`src/rtl/leaf_tx_ni.sv`:
```
// Leaf network-interface transmitter: core words -> FIFO -> 4-phase bundled-data channel.
// Optional ack-rise timeout with sticky tx_err is enabled by defining TX_TIMEOUT_EN.
module leaf_tx_ni #(
    parameter int WIDTH   = 11,
    parameter int ADDR_W  = 3,
    parameter int DEPTH   = 4,
    parameter int TIMEOUT = 255
) (
    input  logic                    clk,
    input  logic                    rst_n,
    input  logic                    in_valid,
    output logic                    in_ready,
    input  logic [ADDR_W-1:0]       in_route,
    input  logic [WIDTH-ADDR_W-1:0] in_payload,
    output logic [WIDTH-1:0]        ch_data,
    output logic                    ch_req,
    input  logic                    ch_ack,
    output logic [15:0]             tx_count,
    output logic                    tx_err
);

    localparam int PTR_W = $clog2(DEPTH);
    localparam int CNT_W = $clog2(DEPTH + 1);

    typedef enum logic [1:0] {IDLE, REQ, REL} state_t;

    if (DEPTH < 2 || (DEPTH & (DEPTH - 1)) != 0 || TIMEOUT < 1) begin : g_param_check
        $error("leaf_tx_ni: DEPTH must be a power of 2 >= 2 and TIMEOUT >= 1");
    end

    logic [WIDTH-1:0] mem [DEPTH];
    logic [PTR_W-1:0] wr_ptr, rd_ptr;
    logic [CNT_W-1:0] count;
    logic             ack_meta, ack_s;
    state_t           state, state_next;
    logic             push, pop, load;

    assign in_ready = (count != CNT_W'(DEPTH));
    assign push     = in_valid & in_ready;

    // NOTE: sequential state uses non-blocking assignments so every flop samples pre-edge values.
    always_ff @(posedge clk or negedge rst_n) begin
        if (!rst_n) begin
            ack_meta <= 1'b0;
            ack_s    <= 1'b0;
        end else begin
            ack_meta <= ch_ack;
            ack_s    <= ack_meta;
        end
    end

    // NOTE: every always_comb output gets a default first so no path can infer a latch.
    always_comb begin
        state_next = state;
        load       = 1'b0;
        pop        = 1'b0;
        case (state)
            IDLE: if (count != '0) begin
                load       = 1'b1;
                state_next = REQ;
            end
            REQ:  if (ack_s) state_next = REL;
            REL:  if (!ack_s) begin
                pop        = 1'b1;
                state_next = IDLE;
            end
            default: state_next = IDLE;
        endcase
    end

    // ch_req is a dedicated flop so the asynchronous router never sees decode glitches.
    always_ff @(posedge clk or negedge rst_n) begin
        if (!rst_n) begin
            state  <= IDLE;
            ch_req <= 1'b0;
        end else begin
            state  <= state_next;
            ch_req <= (state_next == REQ);
        end
    end

    // NOTE: the storage array has no reset; occupancy gates every read, so stale words are never used.
    always_ff @(posedge clk) begin
        if (push) mem[wr_ptr] <= {in_route, in_payload};
    end

    always_ff @(posedge clk or negedge rst_n) begin
        if (!rst_n) begin
            wr_ptr <= '0;
            rd_ptr <= '0;
            count  <= '0;
        end else begin
            if (push) wr_ptr <= wr_ptr + PTR_W'(1);
            if (pop)  rd_ptr <= rd_ptr + PTR_W'(1);
            case ({push, pop})
                2'b10:   count <= count + CNT_W'(1);
                2'b01:   count <= count - CNT_W'(1);
                default: count <= count;
            endcase
        end
    end

    // Data is captured only when leaving IDLE, keeping it stable for the whole handshake.
    always_ff @(posedge clk or negedge rst_n) begin
        if (!rst_n) begin
            ch_data  <= '0;
            tx_count <= '0;
        end else begin
            if (load) ch_data  <= mem[rd_ptr];
            if (pop)  tx_count <= tx_count + 16'd1;
        end
    end

`ifdef TX_TIMEOUT_EN
    localparam int TMO_W = $clog2(TIMEOUT + 1);

    logic [TMO_W-1:0] tmo_cnt;

    // Counter saturates at TIMEOUT; the error fires on the edge it gets there.
    always_ff @(posedge clk or negedge rst_n) begin
        if (!rst_n) begin
            tmo_cnt <= '0;
            tx_err  <= 1'b0;
        end else if (load) begin
            tmo_cnt <= '0;
        end else if (state == REQ && !ack_s && tmo_cnt != TMO_W'(TIMEOUT)) begin
            tmo_cnt <= tmo_cnt + TMO_W'(1);
            if (tmo_cnt == TMO_W'(TIMEOUT - 1)) tx_err <= 1'b1;
        end
    end
`else
    assign tx_err = 1'b0;
`endif

endmodule

```
`config.mk`:
```
export PLATFORM = sky130hd
export DESIGN_NAME = leaf_tx_ni
export DESIGN_NICKNAME = d
export VERILOG_FILES = /design/src/rtl/leaf_tx_ni.sv
export SDC_FILE = /design/constraint.sdc
export NUM_CORES = 1
export LEC_CHECK = 0
export CORE_MARGIN = 5
export CORE_UTILIZATION = 58
export DETAILED_ROUTE_END_ITERATION = 6
export GPL_TIMING_DRIVEN = 0
export PLACE_DENSITY = 0.91
export SLEW_MARGIN = 20
export SYNTH_ARGS = -nofsm -noshare
export SYNTH_HDL_FRONTEND = slang
export SYNTH_SLANG_ARGS = --single-unit
```
`constraint.sdc`:
```
create_clock -name clk -period 5.2 [get_ports clk]
set_input_delay 1.04 -clock clk [delete_from_list [all_inputs] [get_ports clk]]
set_output_delay 1.04 -clock clk [all_outputs]
set_load 0.01 [all_outputs]
```
==> impl_metrics.py, run 1 <==
metrics = {
    "status": {
        "run_status": "complete, no violations",
    },
    "clocking": {
        "cts_tree": "built",
        "postCtsSetupRepairBufs": 0,
        "path_clk_slew_ns": 0.08,
        "number_of_gates_resized_after_cts": 0,
        "tritoncts_num_sinks": 83,
        "numCtsBuffers": 9,
        "insertion_delay_ns": 0.34,
        "clk_root_buffer_cell": "clkbuf_8",
        "clock_tree.buffer_depth": 2,
        "cts.hold.buffers_added": 0,
        "maximum_level_of_the_cts_h_tree": 3,
    },
    "drt": {
        "routed_via_density": 5.41,
        "vias": 1741,
        "finalWirelength_um": 5910,
        "drt_first_pass_iters": 4,
        "postRouteAntennaNets": 0,
        "drt-initial-drc-count": 129,
        "route.detailed.wl_per_inst_um": 18.3,
        "drc": 0,
    },
    "sta": {
        "tightest_slew_ns": 0.617,
        "setup_violations": 0,
        "finClkSkew_ns": 0.00926,
        "whs_ns": 0.366,
        "rsz0062_at_grt": "no",
        "hold_violations": 0,
        "finalCritPeriodShare_pct": 50.6,
        "setup_ws_ns": 2.57,
        "report.final.slew_viol_count": 0,
        "slew-limit-headroom_pct": 58.8,
        "max_freq_ghz": 0.380,
        "finalCriticalPeriod_ns": 2.63,
        "setup_tns_ns": 0,
    },
    "grt": {
        "grt_overflow": 0,
        "grt_pass1_vias": 1880,
        "grt_util_met3_pct": 3.65,
        "grt_util_met1_pct": 22.4,
        "antenna_found_initial": 0,
        "busiest_layer": "met2",
        "groute.layer.met2.usage_pct": 30.3,
        "pin_count_of_the_biggest_net_entering_global_routing": 31,
        "globalRouteTotalUtil_pct": 17.8,
        "grt_first_pass_wirelength_um": 9830,
    },
    "yosys": {
        "synth_warnings": 0,
        "commonest_register_cell_after_synthesis": "edfxtp_1",
        "synth_top_cell_area_share_pct": 39.4,
        "area_of_the_mapped_netlist_um2": 3350,
        "postSynthAreaPerCell_um2": 17.6,
        "mappedNetlistNets": 212,
        "postSynthCellCount": 190,
        "netlist_top_cells_area": "edfxtp_1, dfrtp_1, mux4_2, mux2_4, xnor2_1",
        "synth-edff-count": 44,
        "yosysTopAreaCell": "edfxtp_1",
        "ys_seq_elements": 83,
        "netlist-cell-type-count": 32,
        "synth_async_sr_flop_share_pct": 47.0,
        "synth.yosys.seq_area_share_pct": 68.5,
    },
    "place": {
        "place_area_um2": 3890,
        "portBuffers": 43,
        "dp_worst_setup_slack_ns": 2.33,
        "dp.final_hpwl_um": 3980,
        "place.gp.congestion": 0.704,
        "dp_cells": 306,
    },
    "finish": {
        "finish.utilization_pct": 73.1,
        "layout.cells.most_common": "edfxtp_1",
        "n_antenna_cell": 0,
        "stdcell_area_um2": 4070,
        "layoutNonFillerInstCount": 322,
        "layout_common_cells": "edfxtp_1, clkdlybuf4s50_1, dfrtp_1",
        "area.growth.synth_to_final_pct": 21.5,
        "nNetsFinal": 267,
        "final_layout_size_suffix_gt1_share_pct": 19.2,
    },
    "die": {
        "dieArea_um2": 7400,
        "die_height_um": 86.0,
        "core_area_um2": 5570,
        "fp.dieW_um": 86.0,
        "boundaryPins": 45,
        "floorplan.initialDensity_pct": 60.1,
        "num_rows": 27,
    },
    "min_path": {
        "holdCritPathClass": "flip-flop to flip-flop",
        "worstHoldStart": "ack_meta$_DFF_PN0_",
    },
    "worst_setup_path": {
        "type_of_the_worst_setup_path": "flip-flop to primary output",
        "crit_path_start_kind": "flip-flop",
        "cp.required_ns": 4.16,
        "cp.arrival_ns": 1.59,
        "critical_register_to_register_path_startpoint": "count[1]$_DFFE_PN0P_",
        "critical_path_peak_fanout": 6,
        "worst_setup_sp": "count[0]$_DFFE_PN0P_",
        "worst_setup_path_end_kind": "primary output",
    },
    "pwr": {
        "peakVddDrop_uv": 277,
        "total_power_mw": 2.14,
        "power.static_leakage_nw": 1.61,
        "power_density_nw_per_um2": 526,
    },
    "job": {
        "max_cap_viol_count": 0,
    },
}
[report_power, final]
part	switching, mW	leakage [nW]	internal (mW)
clock	0.221	0.0893	0.221
sequential	0.0952	0.892	0.873
combinational	0.308	0.632	0.423
[per-layer routing]
layer / vias to the layer above / part of all wire (%)
met4: 0 / 1.3
met2: 49 / 54
li1: 799 / -
met3: 7 / 4.8
met5: - / 0
met1: 886 / 40
[critical path: stages, from the launching register on]
cell             delay (ns)
dfrtp_1                0.39
inv_1                  0.08
nand3_1                0.20
clkdlybuf4s50_1        0.58
[Yosys cell counts (3+ instances only)]
cell and number:
ha_1 6, edfxtp_1 44, mux2_4 8, inv_1 8, nand4_1 3, mux2_2 5
mux4_2 9, xnor2_1 12, nand2_1 6, nor2_1 4, dfrtp_1 39, xor2_1 9
and3_1 6, nand3_1 4
[cell families after synthesis]
logic type,share of synthesized area [%]
xor+xnor,5.49
flops,68.5
buf+inv,2.91
compound gates,0.523
other cells,0.112
simple gates,6.42
fa+ha+maj,2.84
mux,13.2
[registers in the layout (all words and copies together), names as in the netlist]
name / count
state: 2
ch_data: 11
mem: 44
ack_meta: 1
ch_req: 1
ack_s: 1
rd_ptr: 2
count: 3
tx_count: 16
wr_ptr: 2
[worst paths after layout]
check,end,slack [ns],cells past startpoint
setup / recovery,in_ready,2.57,3
hold / removal,ack_s$_DFF_PN0_,0.37,0
setup reg to reg,count[2]$_DFFE_PN0P_,3.07,10
hold reg to reg,ack_s$_DFF_PN0_,0.37,0
max in group asynchronous,wr_ptr[0]$_DFFE_PN0P_,4.21,2
min in group asynchronous,ch_data[0]$_DFFE_PN0P_,0.55,1
[layout make-up]
type | instances | area (um2)
plain buffers | 7 | 67.6
clock buffers | 11 | 131
clock inverters | 5 | 55.1
well taps | 72 | 90.1
multi-input cells | 92 | 957
inverters | 8 | 30.0
fillers | 341 | 1500
flip-flops and latches | 83 | 2300
repair buffers | 44 | 445
Power figures use the tool's default switching activity.
==> inputs of run 2 (changes only) <==
- CORE_UTILIZATION: 58 -> 49
- PLACE_DENSITY: 0.91 -> 0.82
- clock period: 5.2 -> 2.4 ns (I/O delays scaled with it)
==> run 2 against run 1 <==
  * Worst hold slack got worse by 0.0093 ns
  * Critical path depth is 7 higher
  * Global-route usage fell by 4.0 points
  * Flip-flop and latch count unchanged
  * Largest power group unchanged
==> impl_metrics.py, run 2 (same netlist as run 1, synthesis figures left out) <==
metrics = {
    "status": {
        "run_status": "complete, no violations",
    },
    "clocking": {
        "clk_root_buffer_cell": "clkbuf_8",
        "numCtsBuffers": 9,
        "maximum_level_of_the_cts_h_tree": 3,
        "tritoncts_num_sinks": 83,
        "clock_tree.buffer_depth": 2,
        "number_of_gates_resized_after_cts": 0,
        "cts_tree": "built",
        "insertion_delay_ns": 0.34,
        "path_clk_slew_ns": 0.08,
    },
    "finish": {
        "biggestRegsByFlops": "mem x44, tx_count x16, ch_data x11",
        "area.growth.synth_to_final_pct": 22.5,
        "final_layout_size_suffix_gt1_share_pct": 19.5,
        "multi_input_logic_area_um2": 957,
        "layout.cells.most_common": "edfxtp_1",
        "area.sequential_um2": 2300,
        "largest_reg_flops": 44,
        "finish.utilization_pct": 61.1,
        "layout_common_cells": "edfxtp_1, clkdlybuf4s50_1, dfrtp_1",
        "nNetsFinal": 268,
        "layoutNonFillerInstCount": 331,
        "regMostFlops": "mem",
        "fill_cells": 480,
        "n_antenna_cell": 0,
    },
    "die": {
        "boundaryPins": 45,
        "dieArea_um2": 8600,
        "floorplan.initialDensity_pct": 49.9,
        "num_rows": 30,
        "fp.dieW_um": 92.7,
        "core_area_um2": 6720,
        "die_height_um": 92.7,
    },
    "drt": {
        "drt-initial-drc-count": 64,
        "drt_first_pass_iters": 4,
        "postRouteAntennaNets": 0,
        "finalWirelength_um": 5390,
        "drc": 0,
        "route.detailed.wl_per_inst_um": 16.3,
        "routed_via_density": 5.12,
        "vias": 1694,
    },
    "pwr": {
        "power.static_leakage_nw": 1.62,
        "intPower_mw": 3.29,
        "peakVddDrop_uv": 421,
        "p_clk_share_pct": 21.2,
        "power.share.combinational_pct": 33.7,
        "power.sequential.fraction_pct": 45.1,
        "switching_power_mw": 1.33,
        "swShare_pct": 28.8,
        "power_density_nw_per_um2": 1120,
    },
    "sta": {
        "finClkSkew_ns": 0.0103,
        "rsz0062_at_grt": "no",
        "slew-limit-headroom_pct": 61.3,
        "report.final.slew_viol_count": 0,
        "max_freq_ghz": 0.476,
        "hold_violations": 0,
        "setup_violations": 0,
        "finalCritPeriodShare_pct": 87.5,
        "finalCriticalPeriod_ns": 2.10,
        "tightest_slew_ns": 0.581,
    },
    "grt": {
        "globalRouteTotalUtil_pct": 13.9,
        "grt_first_pass_wirelength_um": 9100,
        "antenna_found_initial": 0,
        "grt_pass1_vias": 1759,
        "pin_count_of_the_biggest_net_entering_global_routing": 32,
        "grt_overflow": 0,
    },
    "job": {
        "max_cap_viol_count": 0,
    },
    "place": {
        "dp.final_hpwl_um": 3670,
        "portBuffers": 43,
        "place.gp.congestion": 0.716,
        "dp_cells": 314,
    },
    "min_path": {
        "holdCritPathClass": "flip-flop to flip-flop",
    },
    "worst_setup_path": {
        "type_of_the_worst_setup_path": "flip-flop to flip-flop",
        "cp.arrival_ns": 2.37,
        "crit_path_start_kind": "flip-flop",
        "critical_path_peak_fanout": 6,
        "cp.required_ns": 2.67,
        "worst_setup_path_end_kind": "flip-flop",
    },
}
-- run 2: cell types whose count changed in the layout (fill, tap and decap cells not counted), sizes merged --
cell         change
clkbuf           -2
inv              +2
dlygate4sd3      +1
-- run 2: timing repair --
item                      4_1_cts  5_1_grt
setup buffers                   0        0
hold endpoints to repair        8        0
hold buffers                    1        0
-- run 2: final timing paths --
kind / start / endpoint / slack (ns) / depth (start not counted)
max: count[0]$_DFFE_PN0P_ / count[2]$_DFFE_PN0P_ / 0.30 / 10
min: ack_meta$_DFF_PN0_ / ack_s$_DFF_PN0_ / 0.36 / 0
max reg2reg: count[0]$_DFFE_PN0P_ / count[2]$_DFFE_PN0P_ / 0.30 / 10
min reg2reg: ack_meta$_DFF_PN0_ / ack_s$_DFF_PN0_ / 0.36 / 0
max in group asynchronous: rst_n / ch_data[6]$_DFFE_PN0P_ / 1.42 / 3
min in group asynchronous: rst_n / tx_count[13]$_DFFE_PN0P_ / 0.53 / 2
-- run 2: cell type report --
class                           instances  area share (%)
Sequential cell                        83            55.9
Multi-Input combinational cell         92            23.3
Timing Repair Buffer                   45            11.1
Clock buffer                            9            3.02
Tap cell                               80            2.44
Clock inverter                          7            1.83
Buffer                                  7            1.65
Inverter                                8           0.731
-- run 2: power groups by stage --
stage / sequential (mW) / combinational [mW] / clock [mW]
after floorplan: 2.14 / 0.989 / 0
after global placement: 2.10 / 1.53 / 0
after detailed placement: 2.12 / 1.58 / 0
after CTS: 2.09 / 1.59 / 1.01
after global routing: 2.13 / 1.69 / 1.07
final: 2.08 / 1.56 / 0.979
-- run 2: metal layers --
metal / routed length [um] / global-route usage (%) / up-vias
li1: - / - / 811
met3: 177 / 3.25 / 7
met5: 0 / 0 / -
met4: 85 / 5.49 / 0
met2: 2690 / 21.9 / 29
met1: 2430 / 18.7 / 847
-- run 2: worst max-delay path, cell delays in order, from the launching register on --
cell	delay [ns]
dfrtp_1	0.41
inv_1	0.11
nand3_1	0.19
and2_1	0.25
inv_1	0.07
ha_1	0.17
inv_1	0.06
fa_1	0.37
xor2_1	0.15
nor2_1	0.11
xor2_1	0.15
-- run 2: stage by stage --
step | total power, mW | TNS [ns] | setup WS, ns | cell area (um2) | hold slack [ns]
3_5_place_dp | 3.70 | 0 | 0.0949 | 3900 | 0.339
5_1_grt | 4.89 | 0 | 0.117 | 4110 | 0.377
4_1_cts | 4.68 | 0 | 0.297 | 4110 | 0.359
6_report | 4.62 | 0 | 0.300 | 4110 | 0.357
3_3_place_gp | 3.63 | -6.29 | -0.162 | 3880 | 0.335
2_1_floorplan | 3.13 | 0 | 0.409 | 3350 | 0.184
==> inputs of run 3 (changes only) <==
- TNS_END_PERCENT: not set -> 50
==> results of run 3 <==
Final layout, timing and power as in run 2 (identical DEF).
